--- src/rtl/fifo_stream_reader_if.sv ---
// Stream side of fifo_stream_reader: valid/ready beat with data (and m_last when FIFO_RD_LAST_EN is defined).
// master = the reader producing beats, slave = the downstream consumer.
interface fifo_stream_reader_if #(
  parameter int DATA_WIDTH = 32
);
  logic                  m_valid;
  logic                  m_ready;
  logic [DATA_WIDTH-1:0] m_data;
`ifdef FIFO_RD_LAST_EN
  logic                  m_last;

  modport master (output m_valid, output m_data, output m_last, input m_ready);
  modport slave  (input m_valid, input m_data, input m_last, output m_ready);
`else
  modport master (output m_valid, output m_data, input m_ready);
  modport slave  (input m_valid, input m_data, output m_ready);
`endif
endinterface

--- src/rtl/fifo_stream_reader.sv ---
// Read-side FIFO adapter: issues read_en, absorbs the 1-cycle read latency in a 3-entry skid, emits a valid/ready stream.
// Latency read_en->m_valid 2 cycles, 1 word/cycle sustained; optional m_last packet framing via `define FIFO_RD_LAST_EN.
module fifo_stream_reader #(
  parameter int DATA_WIDTH = 32,
  parameter int CNT_WIDTH  = 16,
  parameter int PKT_LEN    = 4
) (
  input  logic                  clk,
  input  logic                  reset,
  input  logic                  enable,
  input  logic [DATA_WIDTH-1:0] fifo_dout,
  input  logic                  fifo_empty,
  output logic                  fifo_read_en,
  fifo_stream_reader_if.master  m,
  output logic [CNT_WIDTH-1:0]  rd_count,
  output logic                  busy
);

  if (PKT_LEN < 1) begin : g_bad_pkt_len
    $error("fifo_stream_reader: PKT_LEN must be >= 1");
  end

  logic [DATA_WIDTH-1:0] buf_mem [0:2];
  logic [1:0]            wr_idx;
  logic [1:0]            rd_idx;
  logic [1:0]            occ;
  logic                  inflight;
  logic                  valid;
  logic                  pop;
  logic [2:0]            committed;

  function automatic logic [1:0] idx_next(input logic [1:0] i);
    return (i == 2'd2) ? 2'd0 : i + 2'd1;
  endfunction

  // A slot is reserved for every read still in flight, so the buffer cannot overflow
  // and m_ready never has to enter the read_en path.
  assign committed    = {1'b0, occ} + {2'b00, inflight};
  assign fifo_read_en = !reset && enable && !fifo_empty && (committed < 3'd3);

  assign valid     = (occ != 2'd0);
  assign pop       = valid && m.m_ready;
  assign m.m_valid = valid;
  assign m.m_data  = valid ? buf_mem[rd_idx] : '0;
  assign busy      = valid || inflight;

  always_ff @(posedge clk) begin
    if (reset) begin
      occ      <= 2'd0;
      inflight <= 1'b0;
      wr_idx   <= 2'd0;
      rd_idx   <= 2'd0;
      rd_count <= '0;
    end else begin
      inflight <= fifo_read_en;
      if (inflight) begin
        wr_idx <= idx_next(wr_idx);
      end
      if (pop) begin
        rd_idx   <= idx_next(rd_idx);
        rd_count <= rd_count + CNT_WIDTH'(1);
      end
      occ <= occ + {1'b0, inflight} - {1'b0, pop};
    end
  end

  // Storage carries no reset; a word only becomes visible once occ counts it.
  always_ff @(posedge clk) begin
    if (!reset && inflight) begin
      buf_mem[wr_idx] <= fifo_dout;
    end
  end

`ifdef FIFO_RD_LAST_EN
  localparam int PW = (PKT_LEN > 1) ? $clog2(PKT_LEN) : 1;
  localparam logic [PW-1:0] PKT_MAX = PW'(PKT_LEN - 1);

  logic [PW-1:0] pkt_cnt;
  logic          last;

  assign last     = valid && (pkt_cnt == PKT_MAX);
  assign m.m_last = last;

  always_ff @(posedge clk) begin
    if (reset) begin
      pkt_cnt <= '0;
    end else if (pop) begin
      pkt_cnt <= last ? '0 : pkt_cnt + PW'(1);
    end
  end
`endif

endmodule
--- src/flat_wrapper.sv ---
// flat-port wrapper written by rule: the top's interface ports become plain ports
module fifo_stream_reader_flat 
#(
  parameter int DATA_WIDTH = 32,
  parameter int CNT_WIDTH  = 16,
  parameter int PKT_LEN    = 4
)
  (clk, reset, enable, fifo_dout, fifo_empty, fifo_read_en, rd_count, busy, m_m_valid, m_m_data, m_m_ready);
  fifo_stream_reader_if #(.DATA_WIDTH(DATA_WIDTH)) m_i ();
  input  logic clk;
  input  logic reset;
  input  logic enable;
  input  logic [DATA_WIDTH-1:0] fifo_dout;
  input  logic fifo_empty;
  output logic fifo_read_en;
  output logic [CNT_WIDTH-1:0] rd_count;
  output logic busy;
  output wire logic [$bits(m_i.m_valid)-1:0] m_m_valid;
  output wire logic [$bits(m_i.m_data)-1:0] m_m_data;
  input wire logic [$bits(m_i.m_ready)-1:0] m_m_ready;
  assign m_m_valid = m_i.m_valid;
  assign m_m_data = m_i.m_data;
  assign m_i.m_ready = m_m_ready;
  fifo_stream_reader #(.DATA_WIDTH(DATA_WIDTH), .CNT_WIDTH(CNT_WIDTH), .PKT_LEN(PKT_LEN)) u_core (.clk(clk), .reset(reset), .enable(enable), .fifo_dout(fifo_dout), .fifo_empty(fifo_empty), .fifo_read_en(fifo_read_en), .m(m_i), .rd_count(rd_count), .busy(busy));
endmodule
--- config.mk ---
export PLATFORM = sky130hd
export DESIGN_NAME = fifo_stream_reader_flat
export DESIGN_NICKNAME = d
export VERILOG_FILES = /design/src/rtl/fifo_stream_reader_if.sv /design/src/rtl/fifo_stream_reader.sv /design/src/flat_wrapper.sv
export SDC_FILE = /design/constraint.sdc
export NUM_CORES = 1
export LEC_CHECK = 0
export BUFFER_PORTS_ARGS = -buffer_cell sky130_fd_sc_hd__buf_2
export CORE_ASPECT_RATIO = 1.5
export CORE_MARGIN = 2
export CORE_UTILIZATION = 25
export CTS_CLUSTER_SIZE = 20
export DETAILED_ROUTE_END_ITERATION = 10
export PLACE_DENSITY = 0.42
export RECOVER_POWER = 50
export SYNTH_ARGS = -nofsm -noshare
export SYNTH_HDL_FRONTEND = slang
export SYNTH_SLANG_ARGS = --single-unit
--- constraint.sdc ---
create_clock -name clk -period 5 [get_ports clk]
set_input_delay 0.75 -clock clk [delete_from_list [all_inputs] [get_ports clk]]
set_output_delay 0.75 -clock clk [all_outputs]
set_load 0.01 [all_outputs]
==> results of run 1 <==
synthesized netlist by cell type (all sizes together):
| cell | n | area (sq um) |
|---|---|---|
| or4 | 2 | 20.0 |
| or4b | 1 | 10.0 |
| nor4 | 2 | 12.5 |
| xor2 | 6 | 52.6 |
| o21ai | 7 | 35.0 |
| nand2b | 1 | 6.26 |
| mux2i | 35 | 350 |
| nand3 | 6 | 30.0 |
| ha | 4 | 50.1 |
| mux2 | 1 | 11.3 |
| clkbuf | 11 | 41.3 |
| nor3b | 3 | 22.5 |
| a21oi | 41 | 205 |
| and3 | 2 | 12.5 |
| buf | 6 | 25.0 |
| xnor2 | 5 | 43.8 |
| or3 | 4 | 27.5 |
| nand4 | 1 | 6.26 |
| nor3 | 5 | 25.0 |
| nor2 | 84 | 315 |
| edfxtp | 96 | 2880 |
| o211a | 1 | 10.0 |
| dfxtp | 25 | 500 |
| o211ai | 1 | 21.3 |
| nand4b | 2 | 17.5 |
| nand2 | 9 | 33.8 |
| nor2b | 1 | 6.26 |
| inv | 3 | 11.3 |
registers in the layout (all words and copies together) (netlist names), named ones only:
register	count
u_core.wr_idx	2
u_core.inflight	1
u_core.occ	2
u_core.rd_count	16
u_core.buf_mem	96
u_core.rd_idx	2
placed cells by master (no fill, tap or decap), types with 3 or more instances in the layout:
| master | Yosys | final |
|---|---|---|
| edfxtp_1 | 96 | 96 |
| nor2_1 | 84 | 83 |
| bufinv_16 | 0 | 3 |
| dfxtp_1 | 25 | 23 |
| clkbuf_16 | 0 | 17 |
| o21ai_0 | 6 | 7 |
| clkinv_4 | 0 | 4 |
| buf_4 | 0 | 4 |
| nor3_1 | 5 | 5 |
| clkbuf_1 | 11 | 50 |
| xor2_1 | 6 | 6 |
| a21oi_1 | 41 | 41 |
| clkinv_2 | 0 | 3 |
| buf_2 | 2 | 38 |
| nand3_1 | 6 | 6 |
| xnor2_1 | 5 | 5 |
| inv_1 | 3 | 3 |
| mux2i_1 | 35 | 35 |
| ha_1 | 4 | 4 |
| nand2_1 | 9 | 9 |
metal layers:
metal  up-vias  share of wire  track usage
li1       1516              -            -
met1      1475           0.43        0.125
met2        65           0.51        0.185
met3         6          0.048       0.0329
met4         0          0.014       0.0441
met5         -              0            0
cell type report:
class / instances / area (sq um)
fill: 1989 / 12900
sequential: 121 / 3390
multi-input combinational: 224 / 1330
clock buffer: 17 / 425
timing repair buffer: 92 / 408
tap: 256 / 320
clock inverter: 15 / 176
inverter: 3 / 11.3
per-stage QoR:
step	cells	setup slack [ns]	util
floorplan	365	1.04	-
global placement	696	2.24	0.293
detailed placement	696	2.24	0.293
CTS	728	2.09	0.324
global route	728	1.32	0.320
finish	728	1.64	0.320
worst max-delay path, stage by stage:
cell and delay [ns]:
clkbuf_1 0.45, nand2b_1 0.38, nor3_1 0.18, clkbuf_1 1.55
kinds of logic (layout without fill, tap and decap cells):
logic type | count (synthesis) | in the layout
compound gates | 50 | 50
xor+xnor | 11 | 11
fa+ha+maj | 4 | 4
simple gates | 123 | 123
flops | 121 | 121
mux | 36 | 36
buf+inv | 20 | 127
power groups by stage:
stage	registers [mW]	logic, mW	clock network, mW
CTS	1.10	0.0788	1.26
global route	1.10	0.0819	1.31
floorplan	1.12	0.0387	0
finish	1.10	0.0717	1.23
global placement	1.12	0.0772	0
detailed placement	1.12	0.0787	0
worst max path at each step:
stage                        startpoint                     to  slack [ns]  cells after the start
after floorplan                   reset   u_core.buf_mem[1][0]        1.04                      3
after global placement            reset           fifo_read_en        2.24                      4
after detailed placement          reset           fifo_read_en        2.24                      4
after CTS                 u_core.occ[0]           fifo_read_en        2.09                      5
after global routing              reset  u_core.buf_mem[0][20]        1.32                      4
final                             reset  u_core.buf_mem[0][23]        1.64                      4
==> impl_metrics.csv, run 1 <==
group,metric,value,unit
cts,cts_num_sinks,121,
timing,rsz0062_at_grt,"no",
power,power.share.clock,0.511,
yosys,synth_seq_cells,121,
place,port-buffer-count,87,
cts,cts_hold_buf,0,
timing,maxSlewViolCount,33,
power,p_sw,490,uW
cts,htreeDepth,4,
min_path,hold_end,"u_core.rd_count[15]",
flow_run,maxCapViolCount,1,
drt,post_drt_wl_per_cell,14.4,microns
timing,finalCritPeriodShare,0.671,
power,internal_power,1.91,mW
final_layout,nets,500,
power,powerDensity,396,nW/um^2
power,swShare,0.205,
drt,drt_iter0_markers,71,
power,pwr-share-comb,0.030,
yosys,synth_top_family_by_area,"simple AND/OR/NAND/NOR gates",
critical_path,reg2reg_depth,3,
cts,ctsResizeCount,0,
power,p_seq_frac,0.459,
drt,num_vias,3062,
place,gp_congestion,0.711,
yosys,syn_nets,406,
cts,postCtsSetupBuffers,0,
min_path,hold_class,"reg -> reg",
yosys,synth-simple-area-share,0.114,
floorplanning,core_area,18900,sq um
yosys,synthCells,365,
final_layout,stdcell_area,6050,sq um
critical_path,required,4.98,ns
cts,numCtsBuffers,17,
drt,ant_nets,0,
cts,path_clk_slew,0.05,ns
timing,slew_headroom,-0.418,
global_routing,grt_pass1_vias,3089,
critical_path,worstSetupStartpointType,"primary input",
floorplanning,fp.dieW,117,microns
yosys,yosysSeqAreaShare,0.707,
critical_path,rr_startpoint,"u_core.inflight",
power,p_leak,2.10,nW
timing,finalSetupViolations,0,
drt,vias_per_cell,4.21,
global_routing,grt_start_max_net_pins,65,
timing,max_slew.worst_pin.slew,2.13,ns
timing,skew,0.00472,ns
drt,wirelength,10.5,mm
global_routing,grt_pass1_wl,16.5,mm
cts,cts_root_buf,"clkbuf_16",
critical_path,r2r-end,"u_core.buf_mem[0][23]",
critical_path,arrival,3.33,ns
cts,clk_latency,0.40,ns
power,vdd_drop_max,0.214,mV
outcome,status,"finished with violations",
global_routing,grt_overflow,0,
yosys,synthAdderAreaFrac,0.0105,
floorplanning,die_y,173,microns
timing,min_period,3.36,ns
critical_path,cp-end-kind,"flip-flop",
place,dpl_cell_area,5540,sq um
yosys,yosysWarnings,0,
drt,first_pass_iters,4,
yosys,synth_compound_area_frac,0.0567,
final_layout,num_antenna_cells,0,
cts,tritoncts,"yes",
yosys,avgSynthCellArea,13.1,sq um
place,dpl.hpwl,6.24,mm
cts,cts.path.max_buffers,2,
drt,drc_errors,0,
floorplanning,rows,62,
power,power,2.40,mW
yosys,syn-cell-area,4790,sq um
yosys,synth_mux_area_frac,0.0756,
final_layout,area_growth,26.5,%
critical_path,worst-setup-path-type,"in -> reg",
critical_path,ff2ff_setup_slack,2.22,ns
timing,setup_tns,0,ns
yosys,synth_xor_area_frac,0.0201,
final_layout,final_layout_size_suffix_gt1_frac,0.176,
floorplanning,num_io_pins,88,
timing,fmax,298,MHz
timing,whs,0.498,ns
global_routing,antenna_found_initial,0,
min_path,hold_path_depth,2,
floorplanning,start_util,0.253,
min_path,min_from,"u_core.rd_count[15]",
critical_path,path_max_fanout,32,
yosys,ys_types,32,
global_routing,track_usage,0.109,
floorplanning,dieArea,20300,sq um
timing,hold_viol,0,
outcome,violations,"max-capacitance violations, max-slew violations",
Power figures use the tool's default switching activity.
==> inputs of run 2 (changes only) <==
==> constraint.sdc (replaced) <==
create_clock -name clk -period 3.42 [get_ports clk]
set_input_delay 0.513 -clock clk [delete_from_list [all_inputs] [get_ports clk]]
set_output_delay 0.513 -clock clk [all_outputs]
set_load 0.01 [all_outputs]
==> run 2 against run 1 <==
Compared with the run above: the run still ends with max-capacitance violations, max-slew violations left; worst setup slack lost 0.90 ns; sequential share of layout area down 0.33 points; final cell count unchanged; critical path depth stayed put; combinational power up 44%; global-route usage up 0.095 points; hold slack worse by 0.16 ns; sequential power is 46% higher; clock power up 52%; die area unchanged; routed wire length fell by 0.41%; largest cell class unchanged.
==> impl_metrics.csv, run 2 (synthesized netlist as in run 1, its figures left out) <==
group,metric,value,unit
power,p_sw,674,uW
global_routing,grt_start_max_net_pins,37,
cts,htreeDepth,4,
cts,numCtsBuffers,17,
critical_path,cp-end-kind,"flip-flop",
final_layout,final_cell_mix,"edfxtp_1 (96), nor2_1 (83), clkbuf_1 (51), a21oi_1 (41), buf_2 (39)",
final_layout,fill_cells,2002,
final_layout,num_antenna_cells,0,
place,port-buffer-count,87,
cts,cts_hold_buf,0,
power,powerDensity,589,nW/um^2
timing,finalSetupViolations,0,
final_layout,nets,501,
final_layout,multi_input_area,1330,sq um
final_layout,reg_top3,"u_core.buf_mem x96, u_core.rd_count x16",
final_layout,largest_register,"u_core.buf_mem",
critical_path,cp_slowest_stage_delay,1.47,ns
drt,drc_errors,0,
cts,cts_root_buf,"clkbuf_16",
floorplanning,start_util,0.253,
cts,cts.path.max_buffers,2,
cts,clk_latency,0.41,ns
drt,first_pass_iters,4,
cts,cts_num_sinks,121,
power,internal_power,2.91,mW
timing,finalCritPeriodShare,0.784,
final_layout,largest_reg_flops,96,
timing,fin_ws,0.739,ns
critical_path,cp_cell_sequence,"buf_2 -> nand2b_1 -> nor3_1 -> clkbuf_1",
global_routing,track_usage,0.110,
power,swShare,0.188,
cts,ctsResizeCount,0,
final_layout,area_growth,27.2,%
floorplanning,rows,62,
final_layout,regArea,3390,sq um
timing,maxSlewViolCount,33,
critical_path,ff2ff_setup_slack,0.76,ns
timing,rsz0062_at_grt,"no",
min_path,hold_path_depth,1,
global_routing,grt_pass1_vias,3142,
drt,num_vias,3064,
place,dpl.hpwl,6.60,mm
min_path,hold_class,"in -> reg",
critical_path,r2r-end,"u_core.buf_mem[0][20]",
global_routing,grt_overflow,0,
min_path,min_from,"fifo_dout[6]",
floorplanning,core_area,18900,sq um
global_routing,grt_pass1_wl,16.4,mm
timing,slew_headroom,-0.342,
timing,max_slew.worst_pin.slew,2.01,ns
power,p_leak,2.12,nW
critical_path,reg2reg_depth,3,
final_layout,final_common_cell,"edfxtp_1",
critical_path,worstSetupStartpointType,"primary input",
power,vdd_drop_max,0.250,mV
power,power.share.clock,0.522,
critical_path,required,3.41,ns
outcome,violations,"max-capacitance violations, max-slew violations",
place,pre_cts_ws,1.12,ns
drt,wirelength,10.4,mm
drt,drt_iter0_markers,129,
critical_path,path_max_fanout,32,
timing,setup_tns,0,ns
min_path,hold_end,"u_core.buf_mem[0][6]",
cts,tritoncts,"yes",
power,power,3.59,mW
cts,postCtsSetupBuffers,0,
timing,hold_viol,0,
power,p_seq_frac,0.449,
place,place_inst,697,
drt,vias_per_cell,4.21,
final_layout,final_layout_size_suffix_gt1_frac,0.169,
critical_path,arrival,2.67,ns
timing,skew,0.00740,ns
cts,path_clk_slew,0.05,ns
place,gp_congestion,0.667,
critical_path,slowest_stage,"clkbuf_1",
power,pwr-share-comb,0.029,
timing,fmax,373,MHz
timing,min_period,2.68,ns
flow_run,maxCapViolCount,1,
critical_path,rr_startpoint,"u_core.inflight",
floorplanning,num_io_pins,88,
floorplanning,die_y,173,microns
drt,post_drt_wl_per_cell,14.3,microns
floorplanning,fp.dieW,117,microns
outcome,status,"finished with violations",
drt,ant_nets,0,
global_routing,antenna_found_initial,0,
floorplanning,dieArea,20300,sq um
final_layout,layout.cells.non_filler,728,
critical_path,worst-setup-path-type,"in -> reg",
run 2: how the worst max path moves through the flow:
stage / start / to / slack [ns]
after detailed placement: flip-flop / m_m_data[6] / 1.12
final: reset / u_core.buf_mem[0][20] / 0.74
after CTS: flip-flop / m_m_data[6] / 0.67
after global placement: flip-flop / m_m_data[6] / 1.14
after global routing: u_core.inflight / u_core.buf_mem[0][20] / 0.46
after floorplan: reset / u_core.buf_mem[1][0] / -0.30
run 2: layout make-up:
cell class / instances / area share
clock inverter: 12 / 0.0296
timing repair buffer: 93 / 0.0705
multi-input combinational: 224 / 0.218
sequential: 121 / 0.556
inverter: 3 / 0.00185
tap: 256 / 0.0526
clock buffer: 19 / 0.0711
run 2: layer usage:
layer	wire [microns]	vias to the layer above	GRT usage
met3	652	14	0.0444
met4	226	0	0.0520
met5	0	-	0
li1	-	1510	-
met1	4160	1458	0.116
met2	5410	82	0.186
run 2: per-stage QoR:
step                utilization  hold slack [ns]  area (sq um)
finish                    0.322            0.335          6090
floorplan                     -            0.490          4790
global route              0.322            0.319          6090
CTS                       0.326            0.284          6170
detailed placement        0.294            0.511          5560
global placement          0.294            0.480          5560
run 2: critical path, delay by kind of cell:
family                 cells  cell delay [ns]
AND/OR/NAND/NOR            2             0.41
buffers and inverters      2             1.73
run 2: power groups by stage:
stage / clock, mW / combinational [mW] / sequential, mW
finish: 1.87 / 0.103 / 1.61
global route: 1.98 / 0.117 / 1.61
CTS: 1.93 / 0.113 / 1.61
detailed placement: 0 / 0.113 / 1.64
global placement: 0 / 0.110 / 1.64
floorplan: 0 / 0.0565 / 1.64
